<file path="config.mk">
export PLATFORM = sky130hd
export DESIGN_NAME = control_unit
export DESIGN_NICKNAME = d
export VERILOG_FILES = /design/src/rtl/cpu_pkg.sv /design/src/rtl/cu_decode.sv /design/src/rtl/control_unit.sv
export SDC_FILE = /design/constraint.sdc
export NUM_CORES = 1
export LEC_CHECK = 0
export CELL_PAD_IN_SITES_DETAIL_PLACEMENT = 0
export CELL_PAD_IN_SITES_GLOBAL_PLACEMENT = 1
export CORE_AREA = 8 8 79 81
export CTS_BUF_LIST = sky130_fd_sc_hd__clkbuf_8
export CTS_CLUSTER_SIZE = 10
export DETAILED_ROUTE_END_ITERATION = 6
export DIE_AREA = 0 0 87 89
export PLACE_DENSITY_LB_ADDON = 0.05
export SYNTH_ARGS = -nofsm -noshare
export SYNTH_HDL_FRONTEND = slang
export SYNTH_HIERARCHICAL = 1
export SYNTH_SLANG_ARGS = --single-unit
</file>
<file path="constraint.sdc">
create_clock -name clk -period 8.3 [get_ports clk]
set_input_delay 1.66 -clock clk [delete_from_list [all_inputs] [get_ports clk]]
set_output_delay 1.66 -clock clk [all_outputs]
set_load 0.02 [all_outputs]
</file>
<file path="src/rtl/cpu_pkg.sv">
// ---------------------------------------------------------------------------
// cpu_pkg
// Shared definitions for the hardwired control sequencer of the single-bus
// 32-bit datapath: instruction opcodes, ALU operation codes, sequencer state
// and step encodings, instruction classes and the control-word struct that
// carries every datapath strobe.
// Used by: cu_decode, control_unit.
// Optional feature macro referenced by the users of this package:
//   CU_BRANCH_EN - enables the conditional branch (br) sequence.
// ---------------------------------------------------------------------------
package cpu_pkg;

    localparam int OPC_W  = 5;
    localparam int ALU_W  = 6;
    localparam int STEP_W = 4;

    // Instruction opcodes, ir[31:27]
    localparam logic [OPC_W-1:0] OP_LD   = 5'b00000;
    localparam logic [OPC_W-1:0] OP_LDI  = 5'b00001;
    localparam logic [OPC_W-1:0] OP_ST   = 5'b00010;
    localparam logic [OPC_W-1:0] OP_ADD  = 5'b00011;
    localparam logic [OPC_W-1:0] OP_SUB  = 5'b00100;
    localparam logic [OPC_W-1:0] OP_AND  = 5'b00101;
    localparam logic [OPC_W-1:0] OP_OR   = 5'b00110;
    localparam logic [OPC_W-1:0] OP_SHR  = 5'b00111;
    localparam logic [OPC_W-1:0] OP_SHL  = 5'b01000;
    localparam logic [OPC_W-1:0] OP_ROR  = 5'b01001;
    localparam logic [OPC_W-1:0] OP_ROL  = 5'b01010;
    localparam logic [OPC_W-1:0] OP_ADDI = 5'b01011;
    localparam logic [OPC_W-1:0] OP_ANDI = 5'b01100;
    localparam logic [OPC_W-1:0] OP_ORI  = 5'b01101;
    localparam logic [OPC_W-1:0] OP_MUL  = 5'b01110;
    localparam logic [OPC_W-1:0] OP_DIV  = 5'b01111;
    localparam logic [OPC_W-1:0] OP_NEG  = 5'b10000;
    localparam logic [OPC_W-1:0] OP_NOT  = 5'b10001;
    localparam logic [OPC_W-1:0] OP_BR   = 5'b10010;
    localparam logic [OPC_W-1:0] OP_JR   = 5'b10011;
    localparam logic [OPC_W-1:0] OP_IN   = 5'b10110;
    localparam logic [OPC_W-1:0] OP_OUT  = 5'b10111;
    localparam logic [OPC_W-1:0] OP_MFHI = 5'b11000;
    localparam logic [OPC_W-1:0] OP_MFLO = 5'b11001;
    localparam logic [OPC_W-1:0] OP_NOP  = 5'b11010;
    localparam logic [OPC_W-1:0] OP_HALT = 5'b11011;

    // ALU operation codes: the ALU uses the zero-extended instruction opcode
    localparam logic [ALU_W-1:0] ALU_NONE = 6'b000000;
    localparam logic [ALU_W-1:0] ALU_ADD  = 6'b000011;
    localparam logic [ALU_W-1:0] ALU_SUB  = 6'b000100;
    localparam logic [ALU_W-1:0] ALU_AND  = 6'b000101;
    localparam logic [ALU_W-1:0] ALU_OR   = 6'b000110;
    localparam logic [ALU_W-1:0] ALU_MUL  = 6'b001110;
    localparam logic [ALU_W-1:0] ALU_DIV  = 6'b001111;
    localparam logic [ALU_W-1:0] ALU_NEG  = 6'b010000;
    localparam logic [ALU_W-1:0] ALU_NOT  = 6'b010001;

    // Execute step numbers
    localparam logic [STEP_W-1:0] T0 = 4'd0;
    localparam logic [STEP_W-1:0] T3 = 4'd3;
    localparam logic [STEP_W-1:0] T4 = 4'd4;
    localparam logic [STEP_W-1:0] T5 = 4'd5;
    localparam logic [STEP_W-1:0] T6 = 4'd6;
    localparam logic [STEP_W-1:0] T7 = 4'd7;
    localparam logic [STEP_W-1:0] T8 = 4'd8;

    typedef enum logic [2:0] {
        FETCH0 = 3'd0,
        FETCH1 = 3'd1,
        FETCH2 = 3'd2,
        EXEC   = 3'd3,
        HALT   = 3'd4
    } state_t;

    typedef enum logic [3:0] {
        CLS_ALU_RR, CLS_ALU_IMM, CLS_MULDIV, CLS_UNARY,
        CLS_LD, CLS_LDI, CLS_ST, CLS_BR, CLS_JR, CLS_IN, CLS_OUT,
        CLS_MFHI, CLS_MFLO, CLS_NOP, CLS_HALT
    } cls_t;

    typedef struct packed {
        logic pc_out, pc_in, inc_pc, mar_in, mdr_in, mdr_out, ir_in, y_in;
        logic zhigh_in, zlow_in, zhigh_out, zlow_out, hi_in, lo_in, hi_out, lo_out;
        logic c_out, inport_out, outport_in, con_in;
        logic read, write;
        logic gra, grb, grc, r_in, r_out, ba_out;
        logic [ALU_W-1:0] alu_op;
    } ctl_t;

    function automatic logic [ALU_W-1:0] alu_of(input logic [OPC_W-1:0] opc);
        return {1'b0, opc};
    endfunction

endpackage

</file>
<file path="src/rtl/cu_decode.sv">
// ---------------------------------------------------------------------------
// cu_decode
// Combinational instruction decoder: maps the opcode field to an instruction
// class and the last execute step of that class.
// Ports:
//   opcode     in   5  ir[31:27]
//   cls        out     instruction class
//   last_step  out  4  final execute step (T3..T8)
// Macro: CU_BRANCH_EN - br decodes to CLS_BR; otherwise br decodes as nop.
// ---------------------------------------------------------------------------
module cu_decode
    import cpu_pkg::*;
(
    input  logic [OPC_W-1:0]  opcode,
    output cls_t              cls,
    output logic [STEP_W-1:0] last_step
);

    // Trailing steps beyond the last active one are idle, so each class has a
    // fixed cycle count independent of how many steps drive the bus.
    always_comb begin
        cls       = CLS_NOP;
        last_step = T3;
        case (opcode)
            OP_LD:   begin cls = CLS_LD;  last_step = T8; end
            OP_LDI:  begin cls = CLS_LDI; last_step = T7; end
            OP_ST:   begin cls = CLS_ST;  last_step = T8; end
            OP_ADD, OP_SUB, OP_AND, OP_OR,
            OP_SHR, OP_SHL, OP_ROR, OP_ROL:
                     begin cls = CLS_ALU_RR;  last_step = T5; end
            OP_ADDI, OP_ANDI, OP_ORI:
                     begin cls = CLS_ALU_IMM; last_step = T5; end
            OP_MUL, OP_DIV:
                     begin cls = CLS_MULDIV;  last_step = T6; end
            OP_NEG, OP_NOT:
                     begin cls = CLS_UNARY;   last_step = T5; end
            OP_BR: begin
`ifdef CU_BRANCH_EN
                cls       = CLS_BR;
                last_step = T6;
`else
                cls       = CLS_NOP;
                last_step = T3;
`endif
            end
            OP_JR:   begin cls = CLS_JR;   last_step = T4; end
            OP_IN:   begin cls = CLS_IN;   last_step = T4; end
            OP_OUT:  begin cls = CLS_OUT;  last_step = T4; end
            OP_MFHI: begin cls = CLS_MFHI; last_step = T4; end
            OP_MFLO: begin cls = CLS_MFLO; last_step = T4; end
            OP_HALT: begin cls = CLS_HALT; last_step = T3; end
            default: begin cls = CLS_NOP;  last_step = T3; end
        endcase
    end

endmodule

</file>
<file path="src/rtl/control_unit.sv">
// ---------------------------------------------------------------------------
// control_unit
// Hardwired multi-cycle control sequencer for the single-bus 32-bit datapath.
// Drives register enables, bus-source strobes, memory strobes and the ALU
// opcode each cycle from the state, the step counter and ir[31:27].
// Ports:
//   clk, clr (sync active-high reset), stop (halt request at instruction end)
//   ir[31:0], con (branch condition), mem_ready (memory completion)
//   run (low in HALT), datapath strobes, read/write, register-field selects,
//   alu_op[OPW-1:0]
// Macro: CU_BRANCH_EN - enables the conditional branch sequence for br.
//
// state  | meaning
// FETCH0 | PC to MAR, Z <= PC + 1
// FETCH1 | PC <= Z, memory read into MDR; waits for mem_ready
// FETCH2 | MDR to IR
// EXEC   | execute steps T3..T8 of the decoded class
// HALT   | all strobes off, run low; left only through clr
// ---------------------------------------------------------------------------
module control_unit
    import cpu_pkg::*;
#(
    parameter int OPW = 6
) (
    input  logic           clk,
    input  logic           clr,
    input  logic           stop,
    input  logic [31:0]    ir,
    input  logic           con,
    input  logic           mem_ready,
    output logic           run,
    output logic           pc_out, pc_in, inc_pc, mar_in, mdr_in, mdr_out, ir_in, y_in,
    output logic           zhigh_in, zlow_in, zhigh_out, zlow_out, hi_in, lo_in, hi_out, lo_out,
    output logic           c_out, inport_out, outport_in, con_in,
    output logic           read, write,
    output logic           gra, grb, grc, r_in, r_out, ba_out,
    output logic [OPW-1:0] alu_op
);

    state_t            state, state_nxt;
    logic [STEP_W-1:0] step, step_nxt;
    cls_t              cls;
    logic [STEP_W-1:0] last_step;
    logic [OPC_W-1:0]  opc;
    logic              mem_wait;
    ctl_t              ctl;

    assign opc = ir[31:27];

`ifdef CU_BRANCH_EN
    logic unused_ir;
    assign unused_ir = ^ir[26:0];
`else
    logic unused_ir;
    assign unused_ir = ^{ir[26:0], con};
`endif

    cu_decode u_decode (
        .opcode    (opc),
        .cls       (cls),
        .last_step (last_step)
    );

    // Execute-phase memory waits: ld read at T6, st write at T7.
    assign mem_wait = (state == EXEC) && !mem_ready &&
                      (((cls == CLS_LD) && (step == T6)) ||
                       ((cls == CLS_ST) && (step == T7)));

    always_ff @(posedge clk) begin
        if (clr) begin
            state <= FETCH0;
            step  <= T0;
        end else begin
            state <= state_nxt;
            step  <= step_nxt;
        end
    end

    always_comb begin
        state_nxt = state;
        step_nxt  = step;
        case (state)
            FETCH0: state_nxt = FETCH1;
            FETCH1: if (mem_ready) state_nxt = FETCH2;
            FETCH2: begin
                state_nxt = EXEC;
                step_nxt  = T3;
            end
            EXEC: begin
                if (!mem_wait) begin
                    if (step >= last_step) begin
                        state_nxt = (stop || (cls == CLS_HALT)) ? HALT : FETCH0;
                        step_nxt  = T0;
                    end else begin
                        step_nxt = step + STEP_W'(1);
                    end
                end
            end
            HALT:    state_nxt = HALT;
            default: begin
                state_nxt = FETCH0;
                step_nxt  = T0;
            end
        endcase
    end

    always_comb begin
        ctl = '0;
        run = !((state == HALT) || ((state == EXEC) && (cls == CLS_HALT)));
        case (state)
            FETCH0: begin
                ctl.pc_out  = 1'b1;
                ctl.mar_in  = 1'b1;
                ctl.inc_pc  = 1'b1;
                ctl.zlow_in = 1'b1;
                ctl.alu_op  = ALU_ADD;
            end
            FETCH1: begin
                ctl.zlow_out = 1'b1;
                ctl.pc_in    = 1'b1;
                ctl.read     = 1'b1;
                ctl.mdr_in   = 1'b1;
            end
            FETCH2: begin
                ctl.mdr_out = 1'b1;
                ctl.ir_in   = 1'b1;
            end
            EXEC: begin
                case (cls)
                    CLS_ALU_RR, CLS_ALU_IMM, CLS_MULDIV: begin
                        case (step)
                            T3: begin
                                ctl.grb   = 1'b1;
                                ctl.r_out = 1'b1;
                                ctl.y_in  = 1'b1;
                            end
                            T4: begin
                                if (cls == CLS_ALU_IMM) begin
                                    ctl.c_out = 1'b1;
                                end else begin
                                    ctl.grc   = 1'b1;
                                    ctl.r_out = 1'b1;
                                end
                                ctl.zlow_in  = 1'b1;
                                ctl.zhigh_in = 1'b1;
                                ctl.alu_op   = alu_of(opc);
                            end
                            T5: begin
                                ctl.zlow_out = 1'b1;
                                if (cls == CLS_MULDIV) begin
                                    ctl.lo_in = 1'b1;
                                end else begin
                                    ctl.gra  = 1'b1;
                                    ctl.r_in = 1'b1;
                                end
                            end
                            T6: begin
                                if (cls == CLS_MULDIV) begin
                                    ctl.zhigh_out = 1'b1;
                                    ctl.hi_in     = 1'b1;
                                end
                            end
                            default: ;
                        endcase
                    end
                    CLS_UNARY: begin
                        case (step)
                            T3: begin
                                ctl.grb     = 1'b1;
                                ctl.r_out   = 1'b1;
                                ctl.zlow_in = 1'b1;
                                ctl.alu_op  = alu_of(opc);
                            end
                            T4: begin
                                ctl.zlow_out = 1'b1;
                                ctl.gra      = 1'b1;
                                ctl.r_in     = 1'b1;
                            end
                            default: ;
                        endcase
                    end
                    CLS_LD, CLS_LDI, CLS_ST: begin
                        case (step)
                            T3: begin
                                ctl.grb    = 1'b1;
                                ctl.ba_out = 1'b1;
                                ctl.y_in   = 1'b1;
                            end
                            T4: begin
                                ctl.c_out   = 1'b1;
                                ctl.zlow_in = 1'b1;
                                ctl.alu_op  = ALU_ADD;
                            end
                            T5: begin
                                ctl.zlow_out = 1'b1;
                                if (cls == CLS_LDI) begin
                                    ctl.gra  = 1'b1;
                                    ctl.r_in = 1'b1;
                                end else begin
                                    ctl.mar_in = 1'b1;
                                end
                            end
                            T6: begin
                                if (cls == CLS_LD) begin
                                    ctl.read   = 1'b1;
                                    ctl.mdr_in = 1'b1;
                                end else if (cls == CLS_ST) begin
                                    ctl.gra    = 1'b1;
                                    ctl.r_out  = 1'b1;
                                    ctl.mdr_in = 1'b1;
                                end
                            end
                            T7: begin
                                if (cls == CLS_LD) begin
                                    ctl.mdr_out = 1'b1;
                                    ctl.gra     = 1'b1;
                                    ctl.r_in    = 1'b1;
                                end else if (cls == CLS_ST) begin
                                    ctl.write = 1'b1;
                                end
                            end
                            default: ;
                        endcase
                    end
`ifdef CU_BRANCH_EN
                    CLS_BR: begin
                        case (step)
                            T3: begin
                                ctl.gra    = 1'b1;
                                ctl.r_out  = 1'b1;
                                ctl.con_in = 1'b1;
                            end
                            T4: begin
                                ctl.pc_out = 1'b1;
                                ctl.y_in   = 1'b1;
                            end
                            T5: begin
                                ctl.c_out   = 1'b1;
                                ctl.zlow_in = 1'b1;
                                ctl.alu_op  = ALU_ADD;
                            end
                            T6: begin
                                // Branch not taken leaves T6 as an idle cycle
                                ctl.zlow_out = con;
                                ctl.pc_in    = con;
                            end
                            default: ;
                        endcase
                    end
`endif
                    CLS_JR: begin
                        if (step == T3) begin
                            ctl.gra   = 1'b1;
                            ctl.r_out = 1'b1;
                            ctl.pc_in = 1'b1;
                        end
                    end
                    CLS_IN: begin
                        if (step == T3) begin
                            ctl.inport_out = 1'b1;
                            ctl.gra        = 1'b1;
                            ctl.r_in       = 1'b1;
                        end
                    end
                    CLS_OUT: begin
                        if (step == T3) begin
                            ctl.gra        = 1'b1;
                            ctl.r_out      = 1'b1;
                            ctl.outport_in = 1'b1;
                        end
                    end
                    CLS_MFHI: begin
                        if (step == T3) begin
                            ctl.hi_out = 1'b1;
                            ctl.gra    = 1'b1;
                            ctl.r_in   = 1'b1;
                        end
                    end
                    CLS_MFLO: begin
                        if (step == T3) begin
                            ctl.lo_out = 1'b1;
                            ctl.gra    = 1'b1;
                            ctl.r_in   = 1'b1;
                        end
                    end
                    default: ;
                endcase
            end
            default: ;
        endcase
        // Strobes are forced off in the reset cycle whatever state was held
        if (clr) ctl = '0;
    end

    assign pc_out     = ctl.pc_out;
    assign pc_in      = ctl.pc_in;
    assign inc_pc     = ctl.inc_pc;
    assign mar_in     = ctl.mar_in;
    assign mdr_in     = ctl.mdr_in;
    assign mdr_out    = ctl.mdr_out;
    assign ir_in      = ctl.ir_in;
    assign y_in       = ctl.y_in;
    assign zhigh_in   = ctl.zhigh_in;
    assign zlow_in    = ctl.zlow_in;
    assign zhigh_out  = ctl.zhigh_out;
    assign zlow_out   = ctl.zlow_out;
    assign hi_in      = ctl.hi_in;
    assign lo_in      = ctl.lo_in;
    assign hi_out     = ctl.hi_out;
    assign lo_out     = ctl.lo_out;
    assign c_out      = ctl.c_out;
    assign inport_out = ctl.inport_out;
    assign outport_in = ctl.outport_in;
    assign con_in     = ctl.con_in;
    assign read       = ctl.read;
    assign write      = ctl.write;
    assign gra        = ctl.gra;
    assign grb        = ctl.grb;
    assign grc        = ctl.grc;
    assign r_in       = ctl.r_in;
    assign r_out      = ctl.r_out;
    assign ba_out     = ctl.ba_out;
    assign alu_op     = OPW'(ctl.alu_op);

endmodule

</file>
-- Word-level counts from Yosys, hierarchy flattened
Memories as Yosys holds them, arrays and structs flattened.
Cells that the tools add are included.
W data, S select, Z words.
- latch bits: 0
- bits of input ports: 37
- logic and storage cells: 127
- ROM bits: 256
- memory bits (writable): 0
- flip-flop bits (word level): 7
- output and inout bits: 35
- memories kept: 1
- memories (memory ; depth ; bits a word ; read ports ; clocked after memory_dff ; write ports ; line ; RTL):
    (no name shown) ; 32 ; 8 ; 1 ; 0 ; 0 ; cu_decode.sv:24 ; case (opcode)
- add/sub/neg operators: 1
- div/mod/pow operators: 0
- order comparisons: 1
- $mul: 0
- eq/ne operators: 24
- bitwise gates (word level): 1
- shift operators: 0
- muxes and demuxes: 75
- reduce and logical (&&, ||, !) cells: 22
- operators with widths (operator ; number):
    $mux W1 ; 38
    $mux W34 ; 1
    $eq A4 B3 Y1 const B ; 7
    $eq A4 B4 Y1 const B ; 6
    $pmux W1 S2 ; 11
    $pmux W6 S3 ; 1
    $mux W3 ; 5
    $pmux W3 S5 ; 1
    $reduce_or A3 Y1 ; 5
    $mux W7 ; 2
    $eq A4 B2 Y1 const B ; 3
    $pmux W4 S3 ; 1
    $pmux W6 S2 ; 1
    $mux W2 ; 5
    $mux W5 ; 2
    $pmux W1 S3 ; 3
    $mux W4 ; 2
    $pmux W1 S4 ; 2
    $reduce_or A7 Y1 ; 1
    $eq A3 B2 Y1 const B ; 2
    $reduce_or A6 Y1 ; 1
    $logic_and A1 B1 Y1 ; 5
    $reduce_or A5 Y1 ; 1
    $add A4 B1 Y4 const B ; 1
    13 further kinds ; 17

-- Longest topological paths before layout
An unclocked memory read counts as a cell.
- depth in word-level cells: 8
- mapped depth: 11
- mapped depth without buffers: 11

-- Cells and area by module
The synthesis kept the hierarchy.
- by module, submodules not included (module ; seq. area each (um2) ; area each (um2) ; instances ; cells an instance):
    control_unit ; 140.1 ; 1116.1 ; 1 ; 166
    cu_decode ; 0.0 ; 351.6 ; 1 ; 51

-- Worst setup path after synthesis
No wires, ideal clock.
- path kind: input to output
- start point: input ir[27]
- end point: output alu_op[2]
- stages: 8
- required time: 6.640 ns
- data arrival time: 3.759 ns
- path buffers: 0
- slack: 2.881 ns
- path through: inv_1 -> ha_1 -> a211o_1 -> a31oi_1 -> nand2_1 -> nor4b_1 -> o21ai_0 -> nor3b_1
- longest elaborated chain between the ends: 6
- elaborated cells on any way between the ends: 13
- those cells by class: 6 x eq/ne; 3 x mux; 3 x reduce/logical; 1 x memory
- ends and longest elaborated chain (element ; line ; RTL):
    from (decl) ; control_unit.sv:28 ; input logic [31:0] ir,
    $mem_v2 Z32 W8 * ; -- ;
    named net cls[1] ; control_unit.sv:42 ; cls_t cls;
    $eq A4 B3 Y1 (tied with other cells) ; control_unit.sv:129 ; case (cls)
    $reduce_or A3 Y1 ; control_unit.sv:129 ;
    $pmux W6 S3 * ; control_unit.sv:129 ;
    $pmux W6 S2 * ; control_unit.sv:110 ; case (state)
    $mux W34 * ; control_unit.sv:292 ; if (clr) ctl = '0;
    to (decl) ; control_unit.sv:37 ; output logic [OPW-1:0] alu_op
The timed path passes the listed nets; every way through them passes the cells marked *.

-- Worst setup path in the final report
- start point: input ir[28]
- end point: output alu_op[1]
Same word-level chain as after synthesis.

==> results.md <==
* CTS tree: yes
* Number of global-route vias before repair at between 1,500 and 2,000
* Initial antenna violation count at 0
* TritonCTS Buffers at 3
* CP max stage cell: clkdlybuf4s50_1
* Placed Area at ~1900 um^2
* Met3 usage at between 1.5 and 2%
* Min-delay worst type: reg2reg
* Post-CTS Setup Repair Bufs at 0
* Number of flops mapped to enable cells by yosys at 0
* Drt pass-1 iters at 4
* Final Hold Vio Count at 0
* Leakage power at roughly 0.73 nW
* Post-Syn Area at 1470 um^2
* Core area at 4980 um^2
* Leading area contributor after synthesis: ha_1
* CP Data Arrival Time at 5.29 ns
* Final setup vio count at 0
* Crit path time final at between 6 and 7 ns
* DIE AREA at 7740 um^2
* CP max stage delay at between 0.7 and 0.8 ns
* Critical Path RT at about 6.6 ns
* Vias at about 1,700
* Post-synth top area share at 11.9%
* Primary FF master, synth: dfxtp_1
* Synth Warn # at 6
* Status: finished clean
* Reg2Reg Setup Slack at about 6 ns
* GR Util met1 at ~16%
* Via density at approximately 5.2
* Layout Nets at 302
* Row count at 26
* GPL Wtd Cong at around 0.8
* I/O pin count at ~70
* Sequential Power Share at 22.2%
* Grt total ovfl at 0
* Post-route antenna net violation count at 0
* Switch Pwr at a little over 0.09 mW
* RSZ-0062 raised after global routing: no
* Largest fanout on the critical path at 14
* Worst setup SP type: input pin
* Power density cells at roughly 110 nW/um^2
* Final period util at around 84%
* Slew Limit Headroom at 55.8%
* Die Y at between 80 and 90 um
* Switching fraction of total power at a little over two fifths
* First-pass GRT wire length at roughly 7700 um
* Post-route cell area at a little under 2000 um^2
* Seq/Total Area, Yosys at a little under a tenth
* Worst-skew pair later-pin latency at about 0.23 ns
* Hold_ws at 0.583 ns
* Hold buffers post-CTS at 0
* Total of max-cap violations at 0
* Most used routing layer: met2
* Synthesized instance count at 217
* Port buffer count at between 40 and 50
* Setup CP Type: in2out
* Asr flop ratio synth at 0%
* WL per Instance at roughly 15 um
* R2R Path End: step[0]
* Clock transition at path regs at around 0.05 ns
* Crit. End Element: output port
* N_diodes at 0
* CTS resizes at 0
* CP endpoint: alu_op[1]
* Post-route setup TNS at 0 ns
* Detailed placement HPWL at between 3000 and 4000 um
* Power share of the combinational group at 54.0%
* Die span in x at 87 um
* Worst-path cell chain: clkdlybuf4s50_1 -> inv_1 -> ha_1 -> a211o_1 -> a31oi_1 -> buf_4 -> nand2_1 -> and3_1 -> o21ai_0 -> o21ai_0 -> clkdlybuf4s50_1
* R2r worst-path depth at 7
* GRT Total Usage at approximately 12%
* Peak supply drop at just under 0.08 mV
* Largest cells by area after synthesis: ha_1 12%, dfxtp_1 9.5%, a21oi_1 6.1%
* Layout Skew at a little over 0.003 ns
* Synth top cells by count: 21 x nor2_1, 19 x nand2_1, 18 x a21oi_1, 15 x inv_1, 14 x ha_1
* DRT iter0 DRCs at between 80 and 90
* Worst-Margin Slew at ~0.66 ns
* Clock Sink Count at 7
* Root buffer cell: clkbuf_8
* Synth unique cells at 48
* Depth of the CTS H-tree at 1
* Initial Utilization at 29.5%
* Critical Path Source: ir[28]
* Clock buffer depth at 2
* Internal power at 0.117 mW
* Post-Syn Area per Cell at 6.76 um^2
* Highest clock rate at 144 MHz
* Total Routed Length at approximately 4700 um
* Proportion of layout cells with a drive suffix above 1 at under 10%
* Area grow syn2layout at 33.5%
* Largest net degree at the start of global routing at 18
* Clock Power Share at between 20% and 30%
* # DRC at 0
* Worst r2r src: step[0]
* Count leader, synth: nor2_1
* Seq cells post-synth at 7
* Met2 Usage GRT at approximately a fifth
* Max Slew Vio Count at 0
[cells by family after synthesis]
| logic type | share of synthesized area (%) |
|---|---|
| buf+inv | 9.72 |
| other cells | 0.256 |
| flops | 9.55 |
| fa+ha+maj | 11.9 |
| compound gates | 31.3 |
| xor+xnor | 0.597 |
| mux | 1.36 |
| simple gates | 35.3 |
[power groups by stage]
stage,combinational (mW),clock (mW),sequential [mW]
4_1_cts,0.114,0.0516,0.0460
2_1_floorplan,0.0825,0,0.0412
3_3_place_gp,0.114,0,0.0468
5_1_grt,0.127,0.0537,0.0475
6_report,0.113,0.0497,0.0462
3_5_place_dp,0.113,0,0.0468
[stage by stage]
stage	setup WS, ns	instances	power, mW	util [%]
5_1_grt	1.04	320	0.228	39.4
4_1_cts	1.34	320	0.211	39.4
3_5_place_dp	1.33	316	0.160	38.4
3_3_place_gp	1.33	316	0.161	38.4
2_1_floorplan	2.88	218	0.124	-
6_report	1.35	320	0.209	39.4
[registers in the layout, indices dropped and copies added, names as in the netlist]
name and count:
state 3, step 4
[layer usage]
metal | share of wire, % | up-vias
met5 | 0 | -
met1 | 52 | 765
met4 | 0.89 | 0
li1 | - | 858
met3 | 3.0 | 4
met2 | 44 | 33
[layout by cell type (no fill, tap or decap), types with 2 or more instances in the layout]
master           count
a211o_1              4
a211oi_1             2
a21oi_1             18
a221oi_1             2
a311oi_1             4
a31oi_1              6
a32oi_1              3
and2_1               3
and3_1               3
buf_4                4
clkbuf_8             3
clkdlybuf4s50_1     41
conb_1               2
dfxtp_1              7
ha_1                14
inv_1               15
mux2i_1              2
nand2_1             19
nand2b_1            10
nand3_1              4
nand3b_1             2
nand4_1              3
nand4b_1             2
nor2_1              21
nor2b_1              6
nor3_1               6
nor3b_1              6
nor4_1               3
nor4b_1              2
o211ai_1             4
o21ai_0             10
o31ai_1              3
[critical path, delay by kind of cell]
kind,cells,cell delay [ns]
buffers and inverters,4,1.70
AO/OA/AOI/OAI,4,1.14
AND/OR/NAND/NOR,2,0.50
adder cells (fa/ha/maj),1,0.30
[how the worst min path moves through the flow]
stage	start	end	cells past startpoint
after floorplan	step[0]	step[0]	2
after global placement	step[0]	step[0]	2
after detailed placement	step[0]	step[0]	2
after CTS	step[0]	step[0]	2
after global routing	step[1]	step[1]	2
final	step[0]	step[0]	2
[layout make-up]
cell class	instances	area [um^2]
fill	537	3020
multi-input combinational	179	1190
timing repair buffer	45	440
sequential	7	140
tap	70	87.6
inverter	15	56.3
clock buffer	3	41.3
clock inverter	1	5.00
Note: power is estimated with default switching activity, not from simulation.
